`src/rtl/key_scan.sv`:
```
`timescale 1ns/1ps
// key_scan
// Scans a 4x4 keypad on the iCEstick PMOD. One column is driven low at a
// time; the four active-low rows are synchronised, sampled once per column
// slot and debounced per key. Debounced state is published as a bitmap, and
// each debounced change is queued as a press/release event in a small FIFO
// drained through a valid/ready handshake.
//
// Ports
//   clk12MHz     in   1   system clock
//   reset        in   1   asynchronous, active-high reset
//   col_n        out  4   column drive, one-hot active-low
//   rows_n       in   4   row sense, active-low, asynchronous to clk12MHz
//   keys         out  16  debounced state, bit k = row*4 + col, 1 = pressed
//   evt_valid    out  1   FIFO head holds an event
//   evt_ready    in   1   consumer accepts the head event
//   evt_code     out  4   key index of head event
//   evt_press    out  1   1 = press, 0 = release
//   overflow     out  1   sticky, at least one event was dropped
//   overflow_clr in   1   synchronous clear of overflow
module key_scan #(
  parameter int unsigned SCAN_DIV       = 12000,
  parameter int unsigned DEBOUNCE_SCANS = 4,
  parameter int unsigned FIFO_DEPTH     = 4
) (
  input  logic        clk12MHz,
  input  logic        reset,
  output logic [3:0]  col_n,
  input  logic [3:0]  rows_n,
  output logic [15:0] keys,
  output logic        evt_valid,
  input  logic        evt_ready,
  output logic [3:0]  evt_code,
  output logic        evt_press,
  output logic        overflow,
  input  logic        overflow_clr
);

  localparam int unsigned      DIV_W     = $clog2(SCAN_DIV);
  localparam int unsigned      PTR_W     = $clog2(FIFO_DEPTH);
  localparam logic [DIV_W-1:0] DIV_LAST  = DIV_W'(SCAN_DIV - 1);
  localparam logic [2:0]       CNT_LAST  = 3'(DEBOUNCE_SCANS - 1);
  localparam logic [PTR_W:0]   FIFO_FULL = (PTR_W + 1)'(FIFO_DEPTH);

  // ---------------------------------------------------------------------------
  // Row synchroniser (reset to released)
  // ---------------------------------------------------------------------------
  logic [3:0] rows_meta;
  logic [3:0] rows_s;

  always_ff @(posedge clk12MHz or posedge reset) begin
    if (reset) begin
      rows_meta <= '1;
      rows_s    <= '1;
    end else begin
      rows_meta <= rows_n;
      rows_s    <= rows_meta;
    end
  end

  // ---------------------------------------------------------------------------
  // Slot divider and column counter
  // ---------------------------------------------------------------------------
  logic [DIV_W-1:0] div;
  logic [1:0]       col;
  logic             tick;

  assign tick = (div == DIV_LAST);

  always_ff @(posedge clk12MHz or posedge reset) begin
    if (reset) begin
      div <= '0;
      col <= '0;
    end else if (tick) begin
      div <= '0;
      col <= col + 2'd1;
    end else begin
      div <= div + DIV_W'(1);
    end
  end

  always_comb begin
    col_n = ~(4'b0001 << col);
  end

  // ---------------------------------------------------------------------------
  // Debounce: the sample at the end of a slot still belongs to the column that
  // was driven for the whole slot, since col only advances after the tick.
  // ---------------------------------------------------------------------------
  logic [2:0]  cnt     [16];
  logic [2:0]  cnt_nxt [16];
  logic [15:0] keys_nxt;
  logic [3:0]  chg;
  logic [3:0]  k;
  logic        raw;

  always_comb begin
    keys_nxt = keys;
    cnt_nxt  = cnt;
    chg      = '0;
    k        = '0;
    raw      = 1'b0;
    if (tick) begin
      for (int unsigned r = 0; r < 4; r++) begin
        k   = {r[1:0], col};
        raw = ~rows_s[r];
        if (raw == keys[k]) begin
          cnt_nxt[k] = '0;
        end else if (cnt[k] == CNT_LAST) begin
          keys_nxt[k] = raw;
          cnt_nxt[k]  = '0;
          chg[r]      = 1'b1;
        end else begin
          cnt_nxt[k] = cnt[k] + 3'd1;
        end
      end
    end
  end

  always_ff @(posedge clk12MHz or posedge reset) begin
    if (reset) begin
      keys <= '0;
      for (int unsigned i = 0; i < 16; i++) begin
        cnt[i] <= '0;
      end
    end else begin
      keys <= keys_nxt;
      cnt  <= cnt_nxt;
    end
  end

  // ---------------------------------------------------------------------------
  // Event serialiser: walks rows 0..3 on the four cycles after a tick and
  // pushes one event per flagged row. The column is captured alongside the
  // flags because col has already moved on by the time the rows are walked.
  // ---------------------------------------------------------------------------
  typedef enum logic [2:0] {
    SER_IDLE,
    SER_ROW0,
    SER_ROW1,
    SER_ROW2,
    SER_ROW3
  } ser_state_t;

  ser_state_t ser_state;
  ser_state_t ser_next;
  logic [3:0] ser_flags;
  logic [1:0] ser_col;
  logic [1:0] push_row;
  logic       push;
  logic [3:0] push_code;
  logic       push_press;

  always_ff @(posedge clk12MHz or posedge reset) begin
    if (reset) begin
      ser_state <= SER_IDLE;
      ser_flags <= '0;
      ser_col   <= '0;
    end else begin
      ser_state <= ser_next;
      if (tick) begin
        ser_flags <= chg;
        ser_col   <= col;
      end
    end
  end

  always_comb begin
    ser_next = ser_state;
    push_row = 2'd0;
    push     = 1'b0;
    case (ser_state)
      SER_ROW0: begin push_row = 2'd0; ser_next = SER_ROW1; end
      SER_ROW1: begin push_row = 2'd1; ser_next = SER_ROW2; end
      SER_ROW2: begin push_row = 2'd2; ser_next = SER_ROW3; end
      SER_ROW3: begin push_row = 2'd3; ser_next = SER_IDLE; end
      default:  ser_next = SER_IDLE;
    endcase
    if (ser_state != SER_IDLE) begin
      push = ser_flags[push_row];
    end
    // SCAN_DIV >= 8 keeps a new tick clear of the four-cycle walk.
    if (tick) begin
      ser_next = SER_ROW0;
    end
  end

  assign push_code  = {push_row, ser_col};
  assign push_press = keys[push_code];

  // ---------------------------------------------------------------------------
  // Event FIFO (registered storage, head read straight from the array)
  // ---------------------------------------------------------------------------
  logic [3:0]       fifo_code  [FIFO_DEPTH];
  logic             fifo_press [FIFO_DEPTH];
  logic [PTR_W-1:0] wr_ptr;
  logic [PTR_W-1:0] rd_ptr;
  logic [PTR_W:0]   count;
  logic             full;
  logic             do_push;
  logic             do_pop;
  logic             drop;

  assign full      = (count == FIFO_FULL);
  assign evt_valid = (count != '0);
  assign do_pop    = evt_valid & evt_ready;
  // A full FIFO drops the push even if a pop frees a slot the same cycle.
  assign do_push   = push & ~full;
  assign drop      = push & full;
  assign evt_code  = fifo_code[rd_ptr];
  assign evt_press = fifo_press[rd_ptr];

  always_ff @(posedge clk12MHz) begin
    if (do_push) begin
      fifo_code[wr_ptr]  <= push_code;
      fifo_press[wr_ptr] <= push_press;
    end
  end

  always_ff @(posedge clk12MHz or posedge reset) begin
    if (reset) begin
      wr_ptr <= '0;
      rd_ptr <= '0;
      count  <= '0;
    end else begin
      if (do_push) begin
        wr_ptr <= wr_ptr + PTR_W'(1);
      end
      if (do_pop) begin
        rd_ptr <= rd_ptr + PTR_W'(1);
      end
      case ({do_push, do_pop})
        2'b10:   count <= count + (PTR_W + 1)'(1);
        2'b01:   count <= count - (PTR_W + 1)'(1);
        default: count <= count;
      endcase
    end
  end

  always_ff @(posedge clk12MHz or posedge reset) begin
    if (reset) begin
      overflow <= 1'b0;
    end else if (drop) begin
      overflow <= 1'b1;
    end else if (overflow_clr) begin
      overflow <= 1'b0;
    end
  end

endmodule
```
`config.mk`:
```
export PLATFORM = sky130hd
export DESIGN_NAME = key_scan
export DESIGN_NICKNAME = d
export VERILOG_FILES = /design/src/rtl/key_scan.sv
export SDC_FILE = /design/constraint.sdc
export NUM_CORES = 1
export LEC_CHECK = 0
export CAP_MARGIN = 20
export CORE_MARGIN = 5
export CORE_UTILIZATION = 45
export DETAILED_ROUTE_END_ITERATION = 16
export PLACE_DENSITY = 0.61
export SYNTH_ARGS = -nofsm -noshare
export SYNTH_HDL_FRONTEND = slang
export SYNTH_SLANG_ARGS = --single-unit
export TNS_END_PERCENT = 30
```
`constraint.sdc`:
```
create_clock -name clk12MHz -period 4.4 [get_ports clk12MHz]
set_clock_uncertainty 0.05 [all_clocks]
set_input_delay 0.44 -clock clk12MHz [delete_from_list [all_inputs] [get_ports clk12MHz]]
set_output_delay 0.44 -clock clk12MHz [all_outputs]
set_load 0.02 [all_outputs]
```
==> results of run 1 <==
[report_power, final]
group          switching [W]  internal (W)  total, W
clock               0.000503       0.00102   0.00152
sequential         0.0000477       0.00121   0.00125
combinational      0.0000703     0.0000723  0.000143
[area by class of cell]
| class | instances | area [um2] |
|---|---|---|
| multi-input cells | 247 | 2542 |
| clock inverters | 12 | 193.9 |
| fillers | 1094 | 6033 |
| well taps | 176 | 220.2 |
| repair buffers | 40 | 385.4 |
| clock buffers | 20 | 446.7 |
| flip-flops and latches | 125 | 3238 |
| inverters | 34 | 130.1 |
[path summary, 6_finish.rpt]
path,from,endpoint,cells past startpoint
setup / recovery,col[0],col_n[1],4
hold / removal,rows_meta[3],rows_s[3],0
setup reg to reg,col[0],cnt[41],6
hold reg to reg,rows_meta[3],rows_s[3],0
max in group asynchronous,reset,rows_s[1],3
min in group asynchronous,reset,div[0],2
[registers in the layout, summed over array words and instances, names as in the netlist]
| register | cells |
|---|---|
| ser_col | 2 |
| rd_ptr | 2 |
| ser_flags | 4 |
| ser_state | 3 |
| rows_s | 4 |
| overflow | 1 |
| fifo_press | 4 |
| count | 3 |
| rows_meta | 4 |
| div | 14 |
| fifo_code | 16 |
| col | 2 |
| cnt | 48 |
| keys | 16 |
| wr_ptr | 2 |
[metal layers]
layer / share of wire, % / track usage [%] / vias to the layer above
met5: 0 / 0 / -
li1: - / - / 1608
met3: 4.3 / 4.615 / 16
met4: 1.6 / 5.678 / 0
met2: 47 / 25.41 / 68
met1: 47 / 21.78 / 1810
[worst register-to-register path: stages (launching register included)]
cell and delay [ps]:
sky130_fd_sc_hd__dfrtp_1 830, sky130_fd_sc_hd__buf_4 330, sky130_fd_sc_hd__mux4_2 550, sky130_fd_sc_hd__ha_1 200, sky130_fd_sc_hd__ha_1 320, sky130_fd_sc_hd__nor3_2 310, sky130_fd_sc_hd__mux2_2 200
[cell usage in the layout, fill, tap and decap left out, types with 6 or more instances in the layout]
cell type,netlist,final
sky130_fd_sc_hd__ha_1,18,18
sky130_fd_sc_hd__mux2_1,42,42
sky130_fd_sc_hd__mux2i_1,22,22
sky130_fd_sc_hd__nor3_2,8,8
sky130_fd_sc_hd__inv_1,34,33
sky130_fd_sc_hd__nand2_1,20,20
sky130_fd_sc_hd__mux4_2,25,25
sky130_fd_sc_hd__xor2_1,10,10
sky130_fd_sc_hd__buf_4,1,6
sky130_fd_sc_hd__nor2_1,9,9
sky130_fd_sc_hd__nand4b_1,8,8
sky130_fd_sc_hd__dfrtp_1,97,97
sky130_fd_sc_hd__mux2_2,7,7
sky130_fd_sc_hd__nand4_1,12,12
sky130_fd_sc_hd__xnor2_1,7,7
sky130_fd_sc_hd__clkbuf_16,0,17
sky130_fd_sc_hd__dfstp_2,8,8
sky130_fd_sc_hd__edfxtp_1,20,20
sky130_fd_sc_hd__clkdlybuf4s50_1,0,34
sky130_fd_sc_hd__and2_1,7,7
[through the flow]
step | cells | util (%) | total power (W)
finish | 654 | 54.26 | 0.002914
CTS | 654 | 54.26 | 0.002943
detailed placement | 622 | 49.40 | 0.001421
global placement | 622 | 49.40 | 0.001415
global route | 654 | 54.26 | 0.003020
floorplan | 427 | - | 0.001378
[cells by family after synthesis]
kind of cell    after synthesis  share of synthesized area, %
buf+inv                      55                         4.368
flops                       125                         53.57
fa+ha+maj                    19                         4.057
compound gates               16                         1.759
simple gates                 94                         10.35
mux                          96                         22.09
xor+xnor                     22                         3.809
==> run summary, run 1 <==
## CTS
• clock tree from TritonCTS: done
• buffer cell driving the clock tree root: sky130_fd_sc_hd__clkbuf_16
• hold bufs inserted after CTS: 0
• number of sinks on the clock net: 125
• clock-pin slew on the worst setup and hold paths: 50 ps
• post-CTS sizing: 0
• post-CTS setup buffer count: 0
• clock insertion delay at the later pin of the skew report: 420 ps
• level count of the clock H-tree: 4
• deepest clock path buffer count: 2
• clock buffer count from CTS: 17

## Setup path
• buffer and inverter count on the worst path: 3
• type of destination of the critical path: output pin
• type of element launching the critical path: register
• Worst Path Arrival: 2640 ps
• CP Cell Sequence: buf_4, ha_1, inv_1, clkdlybuf4s50_1
• maximum fanout encountered on the critical timing path: 12
• R2R setup slack: 1560 ps
• required time of the worst setup path: 3910 ps
• class of the most critical setup path: reg2out
• maximum single-stage delay on the critical path: 830 ps
• critical path's slowest cell: sky130_fd_sc_hd__dfrtp_1
• Largest delay share family, worst path: buffers and inverters

## Worst hold path
• class of the tightest hold or removal check: reg2reg

## Yosys
• cell with the most instances after synthesis: sky130_fd_sc_hd__dfrtp_1
• ranking of synthesized cells by area: sky130_fd_sc_hd__dfrtp_1, sky130_fd_sc_hd__edfxtp_1, sky130_fd_sc_hd__mux4_2
• leading post-synthesis cells by instance count: sky130_fd_sc_hd__dfrtp_1, sky130_fd_sc_hd__mux2_1, sky130_fd_sc_hd__inv_1, sky130_fd_sc_hd__mux4_2, sky130_fd_sc_hd__mux2i_1
• main flop type after synthesis: sky130_fd_sc_hd__dfrtp_1
• Syn Std Cell Area: 0.006045 mm2
• number of enable flip-flop cells after synthesis: 20
• area share of the leading cell type in the synthesized netlist: 40.16%
• count of state elements after synthesis: 125
• cell type with the largest total area after synthesis: sky130_fd_sc_hd__dfrtp_1
• Async SR Flop Fraction: 84.00%
• number of distinct library cells after synthesis: 48
• Avg Cell Area, Syn: 14.16 um2
• warnings from Yosys: 0
• total nets after synthesis: 454
• fraction of the yosys area taken by sequential cells: 53.57%
• synthesized netlist cell count: 427

## Floorplan
• standard-cell row count: 42
• Die Span Y: 125.9 um
• effective utilization at floorplan: 45.83%
• core area: 0.01319 mm2
• I/O pins: 35
• width of the die: 125.9 um
• area of the die: 0.01585 mm2

## STA
• final worst path period share: 71.14%
• Final Max Slew Viols: 0
• worst slew margin relative to its limit: 49.90%
• final worst path period need: 3130 ps
• setup repair after global routing missed its margin: false
• final setup violation count: 0
• Hold Worst Slack: 304.9 ps
• TNS Setup: 0 ps
• final hold violation count: 0
• Tightest Pin Transition: 751.5 ps
• post-route worst setup slack: 1270 ps
• fmax: 0.3195 GHz

## Detailed routing
• vias per inst: 5.355
• Detailed Route WL: 11810 um
• Pre-Repair DR Iteration Count: 4
• number of vias in the routed layout: 3502
• number of remaining DRC errors: 0
• first-iteration detailed-routing DRC count: 169
• remaining antenna violation count: 0
• post-DR wirelength/cell: 18.05 um

## Global route
• first-pass GRT wire length: 20170 um
• number of global-route vias before repair: 3744
• total global-route track usage: 16.21%
• pin count of the biggest net entering global routing: 53
• grt total ovfl: 0
• number of antenna violations at the first check in global routing: 0

## Cells and area
• final std cell area, no fill: 0.007157 mm2
• count of antenna diodes in the layout: 0
• number of nets in the layout: 492
• share of layout cells above drive strength 1: 20.92%
• Layout Area Growth over Synthesis: 18.40%

## Run status
• outcome: complete, no violations

## Placement
• count of input and output buffers: 34
• Setup Slack @ Placement: 1525 ps
• DP Area: 0.006516 mm2
• placer congestion estimate: 0.7384
• HPWL after detailed placement: 7974 um

## Pwr
• LEAKAGE: 3.204 nW
• pwr dens: 407.1 mW/mm2
• largest voltage drop on the vdd net: 261.8 uV

## Run
• Max-Cap Viols: 0

(Power assumes the default switching activity.)
==> inputs of run 2 (changes only) <==
PLACE_DENSITY = 0.63   (was 0.61)
clock period = 2.76 ns   (was 4.4 ns; I/O delays follow)
==> run 2 against run 1 <==
Net effect:
- global-route usage decreased by 0.26 points
- clock power grew 62%
- clock-buffer cell count shrank 1
- non-clock buffer count increased by 4
- die area stayed put
- via count shrank 1.3%
- combinational power increased by 66%
- register-to-register slack lost 1100 ps
- first-iteration DRC count rose by 62%
- sequential power grew 60%
- design area up 1.1%
==> run summary, run 2 (synthesis gave the netlist of run 1 again) <==
## Run status
• outcome: complete, no violations

## CTS
• post-CTS setup buffer count: 0, unchanged
• buffer cell driving the clock tree root: sky130_fd_sc_hd__clkbuf_16
• level count of the clock H-tree: 4, unchanged
• number of sinks on the clock net: 125, unchanged
• clock buffer count from CTS: 17, unchanged
• hold bufs inserted after CTS: 0, unchanged
• deepest clock path buffer count: 2, unchanged
• clock-pin slew on the worst setup and hold paths: 50 ps, about the same
• post-CTS sizing: 0, unchanged
• clock tree from TritonCTS: done
• clock insertion delay at the later pin of the skew report: 420 ps, about the same

## Floorplan
• area of the die: 0.01585 mm2, unchanged
• effective utilization at floorplan: 45.83%, unchanged
• core area: 0.01319 mm2, unchanged
• standard-cell row count: 42, unchanged
• Die Span Y: 125.9 um, unchanged
• I/O pins: 35, unchanged
• width of the die: 125.9 um, unchanged

## Setup path
• maximum fanout encountered on the critical timing path: 7, -5
• class of the most critical setup path: reg2out
• critical path's slowest cell: sky130_fd_sc_hd__dfrtp_1
• CP Cell Sequence: mux4_2, clkdlybuf4s50_1
• Worst Path Arrival: 2120 ps, -520 ps
• worst setup path startpoint: rd_ptr[0]
• type of destination of the critical path: output pin
• type of element launching the critical path: register
• startpoint of the most critical register-to-register path: col[0]
• required time of the worst setup path: 2430 ps, -1480 ps
• maximum single-stage delay on the critical path: 590 ps, -240 ps

## Detailed routing
• number of vias in the routed layout: 3455, -1.3%
• Pre-Repair DR Iteration Count: 4, unchanged
• remaining antenna violation count: 0, unchanged
• vias per inst: 5.251, -1.9%
• post-DR wirelength/cell: 17.58 um, -2.6%
• number of remaining DRC errors: 0, unchanged
• Detailed Route WL: 11570 um, -2.0%
• first-iteration detailed-routing DRC count: 274, +62%

## Pwr
• largest voltage drop on the vdd net: 453.3 uV, +73%
• LEAKAGE: 3.240 nW, +1.1%
• pwr dens: 649.8 mW/mm2, +60%

## Global route
• grt total ovfl: 0, unchanged
• pin count of the biggest net entering global routing: 61, +15%
• number of global-route vias before repair: 3763, +0.51%
• first-pass GRT wire length: 19450 um, -3.6%
• total global-route track usage: 15.95%, -0.26 points
• number of antenna violations at the first check in global routing: 0, unchanged

## STA
• worst slew margin relative to its limit: 60.43%, +11 points
• Tightest Pin Transition: 589.6 ps, -161.9 ps
• final hold violation count: 0, unchanged
• TNS Setup: 0 ps, unchanged
• setup repair after global routing missed its margin: false
• final worst path period share: 88.46%
• Hold Worst Slack: 221.8 ps, -83.12 ps
• final setup violation count: 0, unchanged
• final worst path period need: 2442 ps
• fmax: 0.4096 GHz
• Final Max Slew Viols: 0, unchanged

## Cells and area
• number of nets in the layout: 496, +0.81%
• share of layout cells above drive strength 1: 21.37%, +0.45 points
• Largest Register: cnt
• count of antenna diodes in the layout: 0, unchanged
• most frequent standard cell in the layout excluding fill and tap cells: sky130_fd_sc_hd__dfrtp_1
• max reg flops: 48, unchanged
• top library cells by usage in the layout, fill and taps aside: sky130_fd_sc_hd__dfrtp_1, sky130_fd_sc_hd__mux2_1, sky130_fd_sc_hd__clkdlybuf4s50_1
• Layout Area Growth over Synthesis: 19.75%
• top flop regs: cnt (48), fifo_code (16), keys (16)

## Placement
• count of input and output buffers: 34, unchanged
• placer congestion estimate: 0.7725, +4.6%
• HPWL after detailed placement: 7799 um, -2.2%

## Worst hold path
• class of the tightest hold or removal check: in2reg
• min-delay src: rows_n[0]

## Run
• Max-Cap Viols: 0, unchanged

[run 2: cell types whose count changed in the layout (fill, tap and decap cells not counted), sizes merged]
cell,delta
buf,+4
clkbuf,-1
clkinv,+1
bufinv,+1
inv,-1
[run 2: final timing paths]
path	depth (start not counted)	slack, ps	end
min in group asynchronous	3	250	keys[14]
max in group asynchronous	3	2050	rows_s[1]
worst min register to register	0	300	rows_s[0]
worst max-delay path	2	320	evt_code[0]
worst max register to register	6	430	cnt[34]
worst min-delay path	1	220	rows_meta[0]
[run 2: through the flow]
stage	instance area [um2]	power [W]	setup WS, ps	cells	util, %
final	7238	0.004703	318.5	658	54.88
after global routing	7238	0.004873	208.3	658	54.88
after CTS	7238	0.004755	266.7	658	54.88
after detailed placement	6585	0.002275	413.5	626	49.92
after global placement	6585	0.002267	456.4	626	49.92
after floorplan	6048	0.002198	329.0	427	-
[run 2: metal layers]
layer	vias to the layer above	track usage [%]	wire length [um]
li1	1616	-	-
met1	1751	21.21	5398
met2	67	24.23	5410
met3	21	6.054	566
met4	0	5.426	191
met5	-	0	0
[run 2: worst max-delay path: cells and delay by family, from the launching register on]
family	cells	cell delay [ps]
flops	1	590
buf+inv	1	550
mux	1	560
[run 2: cell type report]
type / instances / area [um2]
Clock buffer: 19 / 432.9
Timing Repair Buffer: 44 / 452.9
Fill cell: 1056 / 5952
Multi-Input combinational cell: 247 / 2542
Tap cell: 176 / 220.2
Clock inverter: 13 / 220.2
Inverter: 34 / 131.4
Sequential cell: 125 / 3238
[run 2: power breakdown]
group	switching (W)	internal [W]
sequential	0.0000786	0.00192
clock	0.000784	0.00168
combinational	0.000117	0.000121
==> inputs of run 3 (changes only) <==
ABC_AREA = 1   (was unset)
SLEW_MARGIN = 5   (was unset)
==> run 3 against run 2 <==
Net effect:
- synthesized area grew 26%
- die area up 24%
- global-route usage is 5.7 points higher
- total power up 0.88%
- register-to-register slack worse by 150 ps
- synthesized cell count rose to 2.6 times the previous value
- largest cell class is now multi-input gates
- largest power group unchanged
==> run summary, run 3 <==
## Placement
• HPWL after detailed placement: 14420 um, +85%
• count of input and output buffers: 34, unchanged
• placer congestion estimate: 0.9066, +17%

## Detailed routing
• first-iteration detailed-routing DRC count: 499, +82%
• remaining antenna violation count: 0, unchanged
• post-DR wirelength/cell: 14.92 um, -15%
• number of remaining DRC errors: 0, unchanged
• Pre-Repair DR Iteration Count: 5, +1
• vias per inst: 5.233, -0.33%
• Detailed Route WL: 20670 um, +79%
• number of vias in the routed layout: 7248, +110%

## Setup path
• type of destination of the critical path: output pin
• CP Cell Sequence: inv_1, buf_4, ha_1, inv_1, clkdlybuf4s50_1
• buffer and inverter count on the worst path: 4, +3
• Worst Path Arrival: 2300 ps, +180 ps
• maximum fanout encountered on the critical timing path: 16, +9
• required time of the worst setup path: 2430 ps, about the same
• critical path's slowest cell: sky130_fd_sc_hd__clkdlybuf4s50_1
• Largest delay share family, worst path: buffers and inverters
• type of element launching the critical path: register
• startpoint of the most critical register-to-register path: col[0]
• worst setup path startpoint: col[0]
• class of the most critical setup path: reg2out
• cell type with the highest occurrence count on the critical path: sky130_fd_sc_hd__inv_1
• maximum single-stage delay on the critical path: 690 ps, +100 ps

## CTS
• number of sinks on the clock net: 125, unchanged
• buffer cell driving the clock tree root: sky130_fd_sc_hd__clkbuf_16
• clock-pin slew on the worst setup and hold paths: 60 ps, about the same
• deepest clock path buffer count: 2, unchanged
• clock buffer count from CTS: 17, unchanged
• level count of the clock H-tree: 4, unchanged
• clock tree from TritonCTS: done
• clock insertion delay at the later pin of the skew report: 430 ps, about the same

## Yosys
• synthesized netlist cell count: 1102, +160%
• cell with the most instances after synthesis: sky130_fd_sc_hd__nand2_1
• cell type with the largest total area after synthesis: sky130_fd_sc_hd__dfrtp_1
• Async SR Flop Fraction: 84.00%, unchanged
• count of state elements after synthesis: 125, unchanged
• Syn Std Cell Area: 0.007641 mm2, +26%
• area share of the leading cell type in the synthesized netlist: 31.77%, -8.4 points
• total nets after synthesis: 1129, +150%
• fraction of the yosys area taken by sequential cells: 42.38%, -11 points
• warnings from Yosys: 0, unchanged
• leading post-synthesis cells by instance count: sky130_fd_sc_hd__nand2_1, sky130_fd_sc_hd__nand3_1, sky130_fd_sc_hd__o21ai_0, sky130_fd_sc_hd__dfrtp_1, sky130_fd_sc_hd__nor2_1
• number of enable flip-flop cells after synthesis: 20, unchanged
• ranking of synthesized cells by area: sky130_fd_sc_hd__dfrtp_1, sky130_fd_sc_hd__nand2_1, sky130_fd_sc_hd__nand3_1
• number of distinct library cells after synthesis: 30, -38%
• main flop type after synthesis: sky130_fd_sc_hd__dfrtp_1
• Avg Cell Area, Syn: 6.934 um2, -51%

## STA
• final worst path period need: 2624 ps, +182.1 ps
• Final Max Slew Viols: 0, unchanged
• worst slew margin relative to its limit: 54.73%, -5.7 points
• final hold violation count: 0, unchanged
• fmax: 0.3811 GHz, -6.9%
• setup repair after global routing missed its margin: false
• TNS Setup: 0 ps, unchanged
• Tightest Pin Transition: 677.4 ps, +87.72 ps
• Hold Worst Slack: 198.1 ps, -23.67 ps
• final worst path period share: 95.06%, +6.6 points
• final setup violation count: 0, unchanged

## Pwr
• clock network power share: 48.6%, -3.8 points
• Switching Power: 0.001278 W, +31%
• portion of total power attributed to sequential cells: 41.2%, -1.3 points
• sum of internal, switching and leakage power: 0.004744 W, +0.88%
• largest voltage drop on the vdd net: 439.7 uV, -3.0%
• LEAKAGE: 4.346 nW, +34%
• part of the power in combinational logic: 10.2%, +5.1 points
• Net Sw Frac: 26.94%, +6.1 points
• pwr dens: 527.6 mW/mm2, -19%
• internal power summed over all cells: 0.003466 W, -6.9%

## Floorplan
• area of the die: 0.01969 mm2, +24%
• core area: 0.01664 mm2, +26%
• I/O pins: 35, unchanged
• effective utilization at floorplan: 45.91%, +0.088 points
• Die Span Y: 140.3 um, +11%
• width of the die: 140.3 um, +11%
• standard-cell row count: 47, +12%

## Global route
• grt total ovfl: 0, unchanged
• pin count of the biggest net entering global routing: 51, -16%
• total global-route track usage: 21.70%, +5.7 points
• number of antenna violations at the first check in global routing: 0, unchanged
• first-pass GRT wire length: 34360 um, +77%
• number of global-route vias before repair: 6714, +78%

## Cells and area
• Layout Area Growth over Synthesis: 17.68%
• top flop regs: cnt (48), fifo_code (16), keys (16)
• count of antenna diodes in the layout: 0, unchanged
• number of nets in the layout: 1179, +140%
• top library cells by usage in the layout, fill and taps aside: sky130_fd_sc_hd__nand2_1, sky130_fd_sc_hd__nand3_1, sky130_fd_sc_hd__o21ai_0
• Largest Register: cnt
• share of layout cells above drive strength 1: 8.240%, -13 points
• max reg flops: 48, unchanged
• most frequent standard cell in the layout excluding fill and tap cells: sky130_fd_sc_hd__nand2_1

## Run status
• outcome: complete, no violations

## Worst hold path
• min-delay src: rows_n[3]
• class of the tightest hold or removal check: in2reg

## Run
• Max-Cap Viols: 0, unchanged

==> run 3: cell count changes after synthesis, sizes merged, moves of 49 or more <==
cell / change
nand2: +394
nand3: +136
o21ai: +96
nor2: +78
inv: +49
mux2: -49
==> run 3: cell families after synthesis <==
family	share of synthesized area [%]
buffers and inverters	7.450
XOR/XNOR	0.9170
AND/OR/NAND/NOR	37.10
adder cells (fa/ha/maj)	3.209
AO/OA/AOI/OAI	8.941
flip-flops	42.38
==> run 3: cell type report <==
type / instances / area (um2)
Timing Repair Buffer: 80 / 710.7
Inverter: 87 / 334.1
Fill cell: 1588 / 7650
Multi-Input combinational cell: 841 / 3834
Clock buffer: 17 / 425.4
Clock inverter: 15 / 175.2
Sequential cell: 125 / 3238
Tap cell: 220 / 275.3
==> run 3: metrics by stage <==
stage	setup WS [ps]	area, um2	util, %	instances
4_1_cts	130.1	8974	53.92	1383
3_3_place_gp	385.3	8373	50.31	1351
5_1_grt	30.93	8992	54.03	1385
6_report	136.4	8992	54.03	1385
3_5_place_dp	330.4	8373	50.31	1351
2_1_floorplan	-173.5	7645	-	1102
==> run 3: worst reg2reg max path, stage by stage, from the launching register on <==
cell and delay (ps):
sky130_fd_sc_hd__dfrtp_1 390, sky130_fd_sc_hd__inv_1 80, sky130_fd_sc_hd__buf_4 230, sky130_fd_sc_hd__nand2_1 90, sky130_fd_sc_hd__nand3_1 70, sky130_fd_sc_hd__nand2_1 130, sky130_fd_sc_hd__inv_1 90, sky130_fd_sc_hd__ha_1 140
sky130_fd_sc_hd__ha_1 230, sky130_fd_sc_hd__clkinvlp_4 200, sky130_fd_sc_hd__buf_4 210, sky130_fd_sc_hd__nand3_1 70, sky130_fd_sc_hd__o21ai_0 80, sky130_fd_sc_hd__nand2_1 70, sky130_fd_sc_hd__o21ai_0 100, sky130_fd_sc_hd__nand2_1 90
sky130_fd_sc_hd__nand2_1 50
==> run 3: repair_timing <==
| action | CTS | global route |
|---|---|---|
| setup buffers | 0 | 2 |
| setup endpoints to repair | 0 | 4 |
| gates resized for setup | 0 | 1 |
| hold buffers | 0 | 0 |
==> run 3: path summary, 6_finish.rpt <==
path	to	slack (ps)	cells past startpoint
max	col_n[2]	140	5
min	rows_meta[3]	200	1
max reg2reg	cnt[22]	280	16
min reg2reg	rows_s[0]	310	0
max in group asynchronous	rows_meta[1]	1730	3
min in group asynchronous	cnt[23]	220	2
==> run 3: power by group through the flow <==
stage	registers [W]	clock network (W)	logic [W]
finish	0.00196	0.00230	0.000485
global route	0.00196	0.00242	0.000546
CTS	0.00195	0.00234	0.000492
detailed placement	0.00199	0	0.000493
global placement	0.00199	0	0.000481
floorplan	0.00198	0	0.000308
==> run 3: routing by layer <==
metal / vias up / GRT usage [%] / part of all wire (%)
li1: 3675 / - / -
met1: 3338 / 29.55 / 46
met2: 192 / 34.38 / 47
met3: 43 / 3.783 / 5.2
met4: 0 / 8.873 / 2.5
met5: - / 0 / 0
